## src/rtl/coin_pkg.sv

```systemverilog
// Shared types, block geometry and score helper for the coin block controller.
package coin_pkg;

  localparam int NUM_BLK = 4;

  localparam int COIN_H  = 16;
  localparam int BLK_W   = 16;
  localparam int MARIO_W = 16;

  typedef enum logic [2:0] {
    IDLE  = 3'd0,
    LOAD  = 3'd1,
    RUN   = 3'd2,
    TALLY = 3'd3,
    ABORT = 3'd4
  } state_t;

  // Block placement in world coordinates; blocks 0 and 1 sit side by side.
  localparam logic [12:0] BLK_X     [NUM_BLK] = '{13'd384, 13'd400, 13'd800, 13'd1200};
  localparam logic [9:0]  BLK_Y_TOP [NUM_BLK] = '{10'd160, 10'd160, 10'd96,  10'd200};
  localparam logic [9:0]  BLK_Y_BOT [NUM_BLK] = '{10'd176, 10'd176, 10'd112, 10'd216};

  // Two-digit BCD increment that sticks at 99.
  function automatic logic [7:0] bcd_inc_sat(input logic [7:0] v);
    logic [7:0] r;
    if (v == 8'h99)
      r = v;
    else if (v[3:0] == 4'd9)
      r = {v[7:4] + 4'd1, 4'd0};
    else
      r = {v[7:4], v[3:0] + 4'd1};
    return r;
  endfunction

endpackage

```

## src/rtl/coin_block_ctrl_bcd.sv

```systemverilog
// Two-digit saturating BCD score counter.
module bcd_counter2
  import coin_pkg::*;
(
  input  logic       clk_pixel,
  input  logic       sys_rst,
  input  logic       inc,
  output logic [7:0] count
);

  // Score register: cleared on reset, one BCD step per inc pulse.
  always_ff @(posedge clk_pixel) begin
    if (sys_rst)
      count <= 8'h00;
    else if (inc)
      count <= bcd_inc_sat(count);
  end

endmodule

```

## src/rtl/coin_block_ctrl.sv

```systemverilog
// Coin block controller: detects head hits on unused blocks, drives the
// shared coin animator through one rise-and-fall, then scores and retires
// the block.
//
//   state | meaning
//   IDLE  | waiting for a frame with a head hit
//   LOAD  | one-cycle animator reset, spawn coordinates already stable
//   RUN   | animation in flight, frames counted for the watchdog
//   TALLY | coin returned home: retire block, add one to the score
//   ABORT | watchdog expired: retire block, score unchanged
module coin_block_ctrl
  import coin_pkg::*;
#(
  parameter int NUM_BLOCKS = NUM_BLK,
  parameter int RISE_PX    = 48,
  parameter int HIT_TOL    = 4,
  parameter int MAX_FRAMES = 63
) (
  input  logic                  clk_pixel,
  input  logic                  sys_rst,
  input  logic                  new_frame,
  input  logic [12:0]           mario_x,
  input  logic [9:0]            mario_y_top,
  input  logic                  mario_rising,
  input  logic                  coin_up,
  input  logic [9:0]            coin_y_in,
  output logic                  coin_anim_rst,
  output logic                  coin_effect,
  output logic [12:0]           coin_x_start,
  output logic [9:0]            coin_y_start,
  output logic [9:0]            coin_y_end,
  output logic                  coin_visible,
  output logic [NUM_BLOCKS-1:0] blocks_used,
  output logic [7:0]            coin_count_bcd,
  output logic                  busy
);

  localparam int IDXW = (NUM_BLOCKS > 1) ? $clog2(NUM_BLOCKS) : 1;
  localparam int FCW  = $clog2(MAX_FRAMES + 1);

  state_t          state, state_nxt;
  logic [IDXW-1:0] idx;
  logic [FCW-1:0]  frame_cnt;
  logic            hit;
  logic [IDXW-1:0] hit_idx;
  logic            tally;

  // Head-hit search; scanning downward lets the lowest index win.
  always_comb begin
    hit     = 1'b0;
    hit_idx = '0;
    for (int i = NUM_BLOCKS - 1; i >= 0; i--) begin
      if (!blocks_used[i] && mario_rising
          && ({1'b0, mario_y_top} >= {1'b0, BLK_Y_BOT[i]})
          && ({1'b0, mario_y_top} <= {1'b0, BLK_Y_BOT[i]} + 11'(HIT_TOL))
          && ({1'b0, mario_x} + 14'(MARIO_W) > {1'b0, BLK_X[i]})
          && ({1'b0, mario_x} < {1'b0, BLK_X[i]} + 14'(BLK_W))) begin
        hit     = 1'b1;
        hit_idx = IDXW'(i);
      end
    end
  end

  // Next-state and state-decoded outputs.
  always_comb begin
    state_nxt     = state;
    coin_anim_rst = 1'b0;
    coin_effect   = 1'b0;
    coin_visible  = 1'b0;
    tally         = 1'b0;
    case (state)
      IDLE: begin
        if (new_frame && hit)
          state_nxt = LOAD;
      end
      LOAD: begin
        coin_anim_rst = 1'b1;
        state_nxt     = RUN;
      end
      RUN: begin
        coin_effect  = 1'b1;
        coin_visible = 1'b1;
        // A coin that is home wins over a watchdog expiring the same cycle.
        if (coin_up && (coin_y_in == coin_y_start))
          state_nxt = TALLY;
        else if (frame_cnt == FCW'(MAX_FRAMES))
          state_nxt = ABORT;
      end
      TALLY: begin
        tally     = 1'b1;
        state_nxt = IDLE;
      end
      ABORT: begin
        state_nxt = IDLE;
      end
      default: state_nxt = IDLE;
    endcase
  end

  assign busy = (state != IDLE);

  // State register.
  always_ff @(posedge clk_pixel) begin
    if (sys_rst)
      state <= IDLE;
    else
      state <= state_nxt;
  end

  // Spawn latch, watchdog frame counter and block retirement.
  always_ff @(posedge clk_pixel) begin
    if (sys_rst) begin
      idx          <= '0;
      frame_cnt    <= '0;
      coin_x_start <= '0;
      coin_y_start <= '0;
      coin_y_end   <= '0;
      blocks_used  <= '0;
    end else begin
      if (state == IDLE && new_frame && hit) begin
        idx          <= hit_idx;
        coin_x_start <= BLK_X[hit_idx];
        coin_y_start <= BLK_Y_TOP[hit_idx] - 10'(COIN_H);
        coin_y_end   <= BLK_Y_TOP[hit_idx] - 10'(COIN_H) - 10'(RISE_PX);
      end
      if (state == RUN)
        frame_cnt <= frame_cnt + FCW'(new_frame);
      else
        frame_cnt <= '0;
      if (state == TALLY || state == ABORT)
        blocks_used[idx] <= 1'b1;
    end
  end

  bcd_counter2 u_score (
    .clk_pixel (clk_pixel),
    .sys_rst   (sys_rst),
    .inc       (tally),
    .count     (coin_count_bcd)
  );

endmodule

```

## config.mk

```make
export PLATFORM = sky130hd
export DESIGN_NAME = coin_block_ctrl
export DESIGN_NICKNAME = d
export VERILOG_FILES = /design/src/rtl/coin_pkg.sv /design/src/rtl/coin_block_ctrl_bcd.sv /design/src/rtl/coin_block_ctrl.sv
export SDC_FILE = /design/constraint.sdc
export NUM_CORES = 1
export LEC_CHECK = 0
export CAP_MARGIN = 25
export CORE_MARGIN = 10
export CORE_UTILIZATION = 38
export DETAILED_ROUTE_END_ITERATION = 10
export PLACE_DENSITY_LB_ADDON = 0.05
export RECOVER_POWER = 50
export SLEW_MARGIN = 20
export SYNTH_ARGS = -nofsm -noshare
export SYNTH_HDL_FRONTEND = slang
export SYNTH_HIERARCHICAL = 1
export SYNTH_SLANG_ARGS = --single-unit
```

## constraint.sdc

```tcl
create_clock -name clk_pixel -period 2.2 [get_ports clk_pixel]
set_input_delay 0.44 -clock clk_pixel [delete_from_list [all_inputs] [get_ports clk_pixel]]
set_output_delay 0.44 -clock clk_pixel [all_outputs]
set_load 0.02 [all_outputs]
```

==> impl_metrics.json <==
{
  "hold_depth": 1,
  "placedCellCount": 440,
  "period_share_pct": 96.7,
  "syn_to_final_growth_pct": 50.4,
  "cts_hold_buf": 0,
  "crit-reg2reg-capture": "u_score/count[5]",
  "synth_edf_count": 0,
  "hp-class": "flop to flop",
  "required_ns": 2.37,
  "finalHoldViolations": 0,
  "fmax_mhz": 470,
  "rows": 28,
  "first_pass_iters": 4,
  "status": "complete, no violations",
  "vias": 2251,
  "peakVddDrop_mv": 0.283,
  "leakage_nw": 1.63,
  "grt_antenna_before_repair": 0,
  "gr-usage-met2_pct": 20.1,
  "syn_inst": 271,
  "diodes": 0,
  "worst_ep_arrival_time_ns": 2.29,
  "clk_pin_slew_ns": 0.07,
  "cts_tree": "yes",
  "num_io_pins": 87,
  "remaining_drc_errors": 0,
  "cp_max_fo": 5,
  "criticalPathCategory": "primary input to flop",
  "finClkSkew_ns": 0.00537,
  "layout.nets": 429,
  "drive_gt1_share_pct": 25.3,
  "overflow": 0,
  "min_to": "coin_y_end[8]",
  "cp_cell_sequence": "clkdlybuf4s50_1 > nand3_1 > buf_4 > a211o_1 > a311oi_4 > o31a_4 > nand3_2 > o211a_1",
  "grt.busiest_layer": "met2",
  "synthArstFlopShare_pct": 0,
  "clock_latency_ns": 0.27,
  "synth.avg_cell_area_um2": 8.66,
  "fin_crit_ns": 2.13,
  "ff_latch_area_um2": 661,
  "initial_core_util_pct": 39.4,
  "gp_congestion": 0.833,
  "finalNonFillerCells": 459,
  "cts_root_buf": "clkbuf_8",
  "netlist_area_mm2": 0.00235,
  "setup_viol": 0,
  "critPathSlowestCell": "clkdlybuf4s50_1",
  "grt_pass1_wl_mm": 10.7,
  "synthFlopType": "dfxtp_1",
  "cts_max_level": 2,
  "nFillCells": 567,
  "grt.met1_usage_pct": 15.8,
  "grt_use_total_pct": 12.6,
  "chipWidth_um": 98.6,
  "multiInputGateArea_mm2": 0.00151,
  "cap_viol_max_count": 0,
  "r2r_start": "state[0]",
  "cp-start-kind": "primary input",
  "cts.sinks": 33,
  "grt_max_degree": 16,
  "rr_worst_depth": 6,
  "slowest_delay_ns": 0.47,
  "crit_path_end_kind": "flop",
  "ys_ff_latch": 33,
  "dieArea_mm2": 0.00972,
  "totalWireLength_mm": 6.38,
  "min_from": "coin_y_end[8]",
  "rrSetupSlack_ns": 0.39,
  "yosysWarnings": 6,
  "power.total_w": 0.00142,
  "cts_buffers": 5,
  "synth.distinct_cells": 75,
  "vias_per_cell": 4.90,
  "drt_iter0_drc": 82,
  "ant_nets": 0,
  "clk_path_buf_depth": 2,
  "port_buffers": 72,
  "synth_seq_area_share_pct": 28.2,
  "slew_viol_final": 0,
  "power_density_mw_per_mm2": 403,
  "die_y_um": 98.6,
  "coreArea_mm2": 0.00596,
  "grtUsageMet3_pct": 5.66,
  "first_global_vias": 2308,
  "routedWlPerCell_um": 13.9,
  "hpwl_mm": 5.13
}
worst max-delay path, delay by kind of cell:
family | cells | cell delay (ns)
AOI/OAI and AO/OA | 4 | 1.06
buffers and inverters | 2 | 0.61
and+or+nand+nor | 2 | 0.18
metal layers:
| metal | vias up | routed length [um] |
|---|---|---|
| met3 | 4 | 564 |
| met5 | - | 0 |
| met2 | 78 | 2840 |
| met1 | 1016 | 2940 |
| met4 | 0 | 25 |
| li1 | 1153 | - |
flip-flops by register name, summed over array words and instances, names as in the netlist:
register       cells
blocks_used        4
coin_x_start       4
coin_y_end         3
coin_y_start       4
frame_cnt          6
idx                1
state              3
u_score/count      8
stage by stage:
stage	TNS, ns	setup WS [ns]	hold slack (ns)	utilization, %	area, um2
floorplan	0	0.0551	0.460	-	2400
global placement	-5.57	-0.477	0.474	55.0	3270
detailed placement	-6.08	-0.511	0.474	55.0	3270
CTS	0	0.00523	0.485	58.7	3500
global route	-0.0346	-0.0118	0.500	59.2	3530
finish	0	0.0722	0.485	59.2	3530
cells in the mapped netlist, drive strengths merged, types with 2 or more instances:
master	n	share of area, %
dfxtp	33	28
and2	3	0.91
xnor2	4	1.5
xor2	8	3.0
a21o	2	0.64
o21ai	4	0.85
buf	27	9.0
nor4	5	2.9
and4	3	1.2
mux2	4	1.9
or2	2	0.53
and4b	2	0.91
inv	15	2.4
nand3	11	2.6
and3	9	2.5
nand4	4	1.1
o211a	3	1.3
a21oi	16	3.7
o2111ai	2	0.75
ha	8	4.3
and3b	2	0.75
or3	2	0.59
nor2b	3	0.80
nor2	35	5.7
nor3b	4	1.3
nor3	7	2.4
a31oi	2	0.53
a211o	2	0.75
a311oi	3	1.9
nand2	20	3.5
worst max path at each step:
stage,startpoint,endpoint,cells past startpoint
5_1_grt,mario_x[0],coin_y_start[5],10
6_report,mario_y_top[7],coin_x_start[7],8
2_1_floorplan,mario_x[4],coin_x_start[7],8
3_5_place_dp,mario_x[4],coin_x_start[7],8
4_1_cts,mario_y_top[9],coin_x_start[7],8
3_3_place_gp,mario_x[4],coin_x_start[7],8
timing repair:
| item | CTS | global route |
|---|---|---|
| endpoints found under the setup margin | 13 | 13 |
| pin swaps | 15 | 12 |
| endpoints found under the hold margin | 0 | 0 |
| buffers inserted | 9 | 2 |
| cloned | 0 | 0 |
| resized for setup | 24 | 24 |
where the power goes:
| part | leakage (nW) | internal, W | total, W | switching (W) |
|---|---|---|---|---|
| Clock | 0.0585 | 0.000369 | 0.000578 | 0.000209 |
| Combinational | 1.30 | 0.000123 | 0.000248 | 0.000124 |
| Sequential | 0.266 | 0.000597 | 0.000597 | 0.0000000458 |
| Total | 1.63 | 0.00109 | 0.00142 | 0.000333 |
placed cells by master (no fill, tap or decap), types with 4 or more instances in the layout:
master           Yosys  final
a21oi_1             14     12
a21oi_2              2      4
and3_1               8      6
buf_4               23     44
buf_6                3      4
clkbuf_8             0      6
clkdlybuf4s50_1      0     35
conb_1               1     14
dfxtp_1             33     33
dlygate4sd2_1        0     10
dlygate4sd3_1        0     15
dlymetal6s2s_1       0      9
ha_1                 8      7
inv_1               14     15
mux2_1               4      4
nand2_1             17     17
nand3_1             10      9
nand4_1              4      4
nor2_1              34     32
nor3_1               4      4
nor3b_1              4      4
nor4_1               2      4
xnor2_1              4      4
xor2_1               8      8
cell families (layout without fill, tap and decap cells):
| group | after synthesis | in the layout | synth area share [%] |
|---|---|---|---|
| compound gates | 50 | 50 | 18.1 |
| xor+xnor | 12 | 12 | 4.48 |
| fa+ha+maj | 8 | 8 | 4.27 |
| buf+inv | 44 | 144 | 11.9 |
| flops | 33 | 33 | 28.2 |
| mux | 4 | 4 | 1.92 |
| other cells | 1 | 14 | 0.160 |
| simple gates | 119 | 119 | 31.0 |
cell type report:
class                   instances  share of cell area, %
clock inverters                 1                  0.851
repair buffers                121                   31.0
well taps                      75                   2.66
multi-input cells             207                   42.7
flip-flops and latches         33                   18.7
inverters                      15                   1.60
clock buffers                   7                   2.45
Note: power is estimated with default switching activity, not from simulation.
